[config.mk]
export PLATFORM = sky130hd
export DESIGN_NAME = ifu
export DESIGN_NICKNAME = d
export VERILOG_FILES = /design/src/rtl/ifu.sv
export SDC_FILE = /design/constraint.sdc
export NUM_CORES = 1
export LEC_CHECK = 0
export CAP_MARGIN = 20
export CORE_ASPECT_RATIO = 2
export CORE_MARGIN = 5
export CORE_UTILIZATION = 45
export CTS_CLUSTER_SIZE = 12
export DETAILED_ROUTE_END_ITERATION = 7
export PLACE_DENSITY = 0.72
export SYNTH_ARGS = -nofsm -noshare
export SYNTH_HDL_FRONTEND = slang
export SYNTH_SLANG_ARGS = --single-unit
[constraint.sdc]
create_clock -name clk_i -period 22.1 [get_ports clk_i]
set_input_delay 5.525 -clock clk_i [delete_from_list [all_inputs] [get_ports clk_i]]
set_output_delay 5.525 -clock clk_i [all_outputs]
set_load 0.005 [all_outputs]
[src/rtl/ifu.sv]
// Instruction fetch unit: one-outstanding-request fetch FSM feeding a small in-order instruction FIFO.
// Optional misaligned-redirect trapping is built in when IFU_MISALIGN_CHK_EN is defined.
module ifu #(
  parameter logic [31:0] RESET_PC   = 32'h0000_0000,
  parameter int          FIFO_DEPTH = 2
) (
  input  logic        clk_i,
  input  logic        rst_i,
  output logic        imem_req_o,
  output logic [31:0] imem_addr_o,
  input  logic        imem_gnt_i,
  input  logic        imem_rvalid_i,
  input  logic [31:0] imem_rdata_i,
  input  logic        redirect_i,
  input  logic [31:0] redirect_pc_i,
  output logic        id_valid_o,
  input  logic        id_ready_i,
  output logic [31:0] instr_o,
  output logic [6:0]  opcode_o,
  output logic [2:0]  funct3_o,
  output logic [31:0] pc_o,
  output logic        misalign_o
);
  localparam int PW = $clog2(FIFO_DEPTH);
  localparam int CW = PW + 1;

  typedef enum logic [1:0] {IDLE, REQ, WAIT, FLUSH} state_e;

  state_e        state_q, state_d;
  logic [31:0]   fetchPc_q, fetchPc_d;
  logic [31:0]   fifoPc_q    [FIFO_DEPTH];
  logic [31:0]   fifoInstr_q [FIFO_DEPTH];
  logic [PW-1:0] head_q, tail_q;
  logic [CW-1:0] count_q, countNext;
  logic [31:0]   redirectPc;
  logic          halt, haltNext;
  logic          canFetch, reqActive, granted, push, pop;

`ifdef IFU_MISALIGN_CHK_EN
  logic misalign_q;

  assign redirectPc = redirect_pc_i;
  assign haltNext   = redirect_i ? (redirect_pc_i[1:0] != 2'b00) : misalign_q;
  assign halt       = misalign_q;
  assign misalign_o = misalign_q && !rst_i;

  always_ff @(posedge clk_i) begin
    if (rst_i) misalign_q <= 1'b0;
    else       misalign_q <= haltNext;
  end
`else
  assign redirectPc = redirect_pc_i & 32'hFFFF_FFFC;
  assign haltNext   = 1'b0;
  assign halt       = 1'b0;
  assign misalign_o = 1'b0;
`endif

  // IDLE issues its request in the same cycle it sees room, so fetch starts right after reset.
  assign canFetch  = (count_q < CW'(FIFO_DEPTH)) && !halt;
  assign reqActive = !rst_i && ((state_q == REQ) || ((state_q == IDLE) && canFetch));
  assign granted   = reqActive && imem_gnt_i;
  assign push      = (state_q == WAIT) && imem_rvalid_i && !redirect_i;
  assign pop       = id_valid_o && id_ready_i && !redirect_i;
  assign countNext = count_q + CW'(push) - CW'(pop);

  always_comb begin
    state_d   = state_q;
    fetchPc_d = fetchPc_q;
    if (push)       fetchPc_d = fetchPc_q + 32'd4;
    if (redirect_i) fetchPc_d = redirectPc;
    case (state_q)
      IDLE, REQ: begin
        if (granted)         state_d = redirect_i ? FLUSH : WAIT;
        else if (redirect_i) state_d = haltNext ? IDLE : REQ;
        else if (reqActive)  state_d = REQ;
      end
      WAIT: begin
        if (redirect_i)         state_d = imem_rvalid_i ? (haltNext ? IDLE : REQ) : FLUSH;
        else if (imem_rvalid_i) state_d = (countNext < CW'(FIFO_DEPTH)) ? REQ : IDLE;
      end
      FLUSH: begin
        if (imem_rvalid_i) state_d = haltNext ? IDLE : REQ;
      end
      default: state_d = IDLE;
    endcase
  end

  always_ff @(posedge clk_i) begin
    if (rst_i) begin
      state_q   <= IDLE;
      fetchPc_q <= RESET_PC;
      head_q    <= '0;
      tail_q    <= '0;
      count_q   <= '0;
    end else begin
      state_q   <= state_d;
      fetchPc_q <= fetchPc_d;
      if (redirect_i) begin
        head_q  <= '0;
        tail_q  <= '0;
        count_q <= '0;
      end else begin
        if (push) tail_q <= tail_q + PW'(1);
        if (pop)  head_q <= head_q + PW'(1);
        count_q <= countNext;
      end
    end
  end

  // Storage is not reset; the head outputs are masked to zero while the FIFO is empty.
  always_ff @(posedge clk_i) begin
    if (push && !rst_i) begin
      fifoPc_q[tail_q]    <= fetchPc_q;
      fifoInstr_q[tail_q] <= imem_rdata_i;
    end
  end

  assign id_valid_o  = !rst_i && (count_q != '0);
  assign instr_o     = id_valid_o ? fifoInstr_q[head_q] : 32'h0;
  assign pc_o        = id_valid_o ? fifoPc_q[head_q] : 32'h0;
  assign opcode_o    = instr_o[6:0];
  assign funct3_o    = instr_o[14:12];
  assign imem_req_o  = reqActive;
  assign imem_addr_o = fetchPc_q;
endmodule

-- Yosys cells after proc, flatten, opt, wreduce, memory -nomap -nowiden
Memories as Yosys holds them, arrays and structs flattened. A register that Yosys moved wholly into a read port is not among the register bits.
Index checks and enable logic that the tools add are counted.
W data, S select, Z words.
- add/subtract/negate cells: 5
- magnitude comparators: 2
- equality and inequality tests: 6
- mux-type cells: 20
- reduce and logical (&&, ||, !) cells: 18
- operators by type and width (operator ; count):
    $mux W32 ; 4
    $add A32 B3 Y32 const B ; 1
    $mux W2 ; 7
    $logic_and A1 B1 Y1 ; 9
    $mux W1 ; 8
    $pmux W2 S3 ; 1
    $eq A2 B2 Y1 const B ; 2
    $lt A2 B2 Y1 const B ; 2
    $ne A4 B4 Y1 const B ; 1
    $reduce_bool A2 Y1 ; 2
    $reduce_or A2 Y1 ; 2
    $ne A3 B3 Y1 const B ; 1
    $reduce_and A3 Y1 ; 1
    $add A1 B1 Y1 const B ; 2
    $add A2 B1 Y2 ; 1
    $eq A2 B1 Y1 const B ; 1
    $logic_not A1 Y1 ; 2
    $logic_not A2 Y1 ; 1
    $ne A2 B2 Y1 const B ; 1
    $sub A2 B1 Y2 ; 1
    $logic_or A1 B1 Y1 ; 1
- bits in registers: 38
- bits in writable memories: 128
- memories: 2
- memories (name ; words ; bits a word ; read ports ; clocked after Yosys merged registers in ; wr ports ; line ; RTL):
    fifoInstr_q ; 2 ; 32 ; 1 ; 1 ; 1 ; 32 ; logic [31:0] fifoInstr_q [FIFO_DEPTH];
    fifoPc_q ; 2 ; 32 ; 1 ; 1 ; 1 ; 31 ; logic [31:0] fifoPc_q [FIFO_DEPTH];

-- Logic depth before layout (Yosys ltp)
- depth after elaboration: 10
- depth in mapped cells: 11
- depth with buffers taken out: 11

-- Least setup slack after synthesis
OpenSTA, ideal clock, no wires.
- path kind: input -> output
- from: input port rst_i
- to: output port instr_o[12]
- arrival time: 6343 ps
- required time: 16575 ps
- path slack: 10232 ps
- stages: 5
- buffers on the path: 2
- cells stage by stage: inv_1 > o21ai_1 > clkbuf_1 > nor2_1 > buf_4
- word-level cells in the longest chain between the ends: 3
- ends and longest elaborated chain (item ; line ; RTL):
    from (decl) ; 8 ; input logic rst_i,
    $logic_not A1 Y1 ; 118 ; assign id_valid_o = !rst_i && (count_q != '0);
    $logic_and A1 B1 Y1 ; 118 ;
    $mux W32 ; 119 ; assign instr_o = id_valid_o ? fifoInstr_q[head_q] : 32'h0;
    to (decl) ; 18 ; output logic [31:0] instr_o,
No other way between the ends.

-- Worst setup path after layout
- from: input port rst_i
- to: output port instr_o[14]
Same word-level chain as after synthesis.

==> results.py <==
metrics = {
    "placed_design": {
        "port_buffers": 171,
        "place_congestion": 0.834,
        "hpwl_mm": 12.0,
        "place_inst": 887,
    },
    "critical_path": {
        "setup.worst_path.start": "rst_i",
        "cp-start-kind": "primary input",
        "crit_path_end_kind": "primary output",
        "endpoint": "instr_o[14]",
        "r2r_start": "state_q[1]",
        "worstSetupPathType": "in2out",
        "rr_worst_depth": 4,
        "cp.required_ns": 16.58,
        "r2r_end": "imem_addr_o[22]",
        "arrival_ns": 8.16,
        "critPathMaxFanout": 40,
        "r2r_slack_ns": 19.55,
    },
    "final_layout": {
        "drive_above_1_share_pct": 6.52,
        "multi_input_area_um2": 2230,
        "fillerInstances": 1226,
        "syn_to_final_growth_pct": 35.2,
        "stdcell_count": 921,
        "regArea_um2": 4470,
        "nNetsFinal": 781,
    },
    "synthesis": {
        "synth_compound_area_share_pct": 6.07,
        "synthCells": 558,
        "postSynthRegisterBits": 161,
        "synthAdderAreaFrac_pct": 0.538,
        "synth_edf_count": 124,
        "avgSynthCellArea_um2": 12.5,
        "synth-xor-area-share_pct": 2.01,
        "syn_area_um2": 6980,
        "ys_seq_area_share_pct": 63.9,
        "synthSimpleGateAreaFrac_pct": 14.0,
        "netlist-cell-type-count": 54,
        "synth_async_sr_flop_share_pct": 0,
        "ys.flop_type": "edfxtp_1",
        "synth_top_family_by_area": "simple AND/OR/NAND/NOR gates",
        "yosys-mux-area-fraction_pct": 8.89,
        "yosys_warnings": 0,
    },
    "routing": {
        "drc": 0,
        "firstDrtPassIters": 5,
        "drt-initial-drc-count": 227,
        "viasPerCell": 5.51,
        "avgRoutedWirePerCell_um": 18.9,
        "drtAntennaViolNets": 0,
        "drt_wl_total_mm": 17.4,
        "dr_total_vias": 5072,
    },
    "status": {
        "status": "finished, final reports clean",
    },
    "timing": {
        "fmax_mhz": 73.1,
        "relSlewSlack_pct": 25.2,
        "tightest_slew_ns": 1.12,
        "post-route-period-util_pct": 61.9,
        "hold_viol": 0,
        "setup_viol": 0,
        "drv_slew": 0,
        "final.setup.tns_ns": 0,
        "fin_crit_ns": 13.68,
        "rsz0062_at_grt": "no",
        "skew_ns": 0.00826,
    },
    "floorplanning": {
        "die_w_um": 98.1,
        "fp.dieH_um": 186,
        "start_util_pct": 45.7,
        "dieArea_um2": 18300,
        "num_rows": 64,
        "num_io_pins": 179,
        "core_um2": 15300,
    },
    "clock_network": {
        "h-tree-depth": 4,
        "post-cts-setup-buffers": 0,
        "cts_tree": "built",
        "cts_buffer_depth": 2,
        "clock_sinks": 161,
        "post_cts_resized": 0,
        "clkLatencyLatePin_ns": 0.41,
        "root_buffer": "clkbuf_16",
        "clkTransAtPathRegs_ns": 0.06,
        "cts_hold_buf": 0,
        "cts_buffers": 17,
    },
    "global_routing": {
        "antenna_found_initial": 2,
        "grt_usage_pct": 18.8,
        "grt_pass1_vias": 5224,
        "grt_max_degree": 63,
        "grt_pass1_wl_mm": 26.6,
        "grt_overflow": 0,
    },
    "worst_hold_path": {
        "worst_hold_path_type": "reg2reg",
    },
    "power": {
        "powerDensity_nw_per_um2": 74.2,
        "power.total_uw": 701,
        "p_leak_uw": 0.00304,
        "irDropWorstVdd_v": 0.0000494,
    },
    "run": {
        "cap_violations": 0,
    },
}
-- where the power goes --
part	internal [uW]	switching, uW
combinational	24.0	15.6
sequential	331	10.2
clock	207	113
-- kinds of logic (layout without fill, tap and decap cells) --
logic type      count (synthesis)  count (layout)
buf+inv                        68             227
simple gates                  193             193
xor+xnor                       16              16
flops                         161             161
other cells                     1               7
compound gates                 54              54
fa+ha+maj                       3               3
mux                            62              62
-- layer usage --
metal,track usage [%],routed length [um],share of wire (%),up-vias
met2,35.8,9720,56,214
met1,18.8,6120,35,2447
met3,4.29,964,5.5,42
li1,-,-,-,2369
met5,0,0,0,-
met4,9.54,570,3.3,0
-- flip-flops by register name (all words and copies together) (netlist names), named ones only --
register     flops
state_q          2
fifoInstr_q     64
head_q           1
count_q          2
imem_addr_o     30
tail_q           1
fifoPc_q        60
-- placed cells by master (no fill, tap or decap), drive strengths merged, types with 4 or more instances in the layout --
cell | Yosys | layout
inv | 17 | 18
buf | 23 | 7
clkbuf | 28 | 20
a211oi | 14 | 14
nand3 | 11 | 11
a311oi | 6 | 6
conb | 1 | 5
edfxtp | 124 | 124
a2111oi | 6 | 6
and4 | 6 | 6
and3 | 10 | 10
nor2 | 85 | 85
xnor2 | 13 | 13
or4 | 5 | 5
clkinv | 0 | 4
dfxtp | 37 | 37
nand2 | 19 | 19
clkdlybuf4s50 | 0 | 171
nand4 | 14 | 14
o21ai | 5 | 5
mux2i | 62 | 62
nor4 | 10 | 10
nor3 | 13 | 13
bufinv | 0 | 5
-- cells in the mapped netlist (2+ instances only) --
cell / instances / share of area (%)
a2111oi_0: 5 / 0.63
o2111ai_1: 2 / 0.25
nor4_1: 8 / 0.72
a311o_1: 3 / 0.43
nand3b_1: 3 / 0.32
and2_1: 2 / 0.18
buf_4: 15 / 1.6
buf_1: 4 / 0.21
clkbuf_1: 28 / 1.5
nand2b_1: 2 / 0.18
nand4b_1: 2 / 0.25
ha_1: 3 / 0.54
o21ai_0: 4 / 0.29
dfxtp_1: 37 / 11
nor4_2: 2 / 0.36
o211ai_1: 2 / 0.21
buf_2: 4 / 0.29
nor2_1: 85 / 4.6
and3_1: 10 / 0.90
mux2i_1: 62 / 8.9
a211oi_1: 14 / 1.5
and4_1: 6 / 0.75
xor2_1: 3 / 0.38
or2_2: 3 / 0.27
inv_1: 17 / 0.91
nor2b_1: 2 / 0.18
a311oi_1: 6 / 0.75
nand2_1: 19 / 1.0
edfxtp_1: 124 / 53
nor3_1: 13 / 0.93
o31ai_1: 2 / 0.21
nor4b_1: 2 / 0.25
a31oi_1: 3 / 0.27
or4_1: 5 / 0.54
xnor2_1: 13 / 1.6
nand3_1: 11 / 0.79
a21oi_1: 2 / 0.14
nand4_1: 14 / 1.3
-- worst min path at each step --
stage,end,slack (ns),cells after the start,start
6_report,register,0.54,2,head_q
5_1_grt,fifoPc_q[0][31],0.56,0,imem_addr_o[31]
4_1_cts,fifoPc_q[0][31],0.54,0,imem_addr_o[31]
3_5_place_dp,register,0.53,2,head_q
3_3_place_gp,register,0.49,2,head_q
2_1_floorplan,fifoPc_q[0][4],0.47,0,imem_addr_o[4]
-- critical path, cell delays in order --
cell             delay (ns)
clkdlybuf4s50_1        0.45
buf_4                  0.34
inv_1                  0.33
o21ai_4                0.36
buf_4                  0.50
nor2_1                 0.14
clkdlybuf4s50_1        0.48
-- per-stage QoR --
stage | hold WS [ns] | util, % | area (um2) | setup slack, ns
finish | 0.543 | 61.7 | 9440 | 8.42
global route | 0.561 | 61.7 | 9440 | 8.23
CTS | 0.540 | 61.7 | 9440 | 8.36
detailed placement | 0.527 | 57.4 | 8780 | 8.38
global placement | 0.487 | 57.4 | 8780 | 8.45
floorplan | 0.466 | - | 7000 | 10.23
-- layout make-up --
cell class	count	area share [%]
antenna	2	0.0530
clock buffer	20	4.84
clock inverter	12	2.16
inverter	17	0.676
multi-input combinational	333	23.7
sequential	161	47.3
tap	198	2.62
timing repair buffer	178	18.7
No activity file was read; power rests on OpenSTA's default activity.
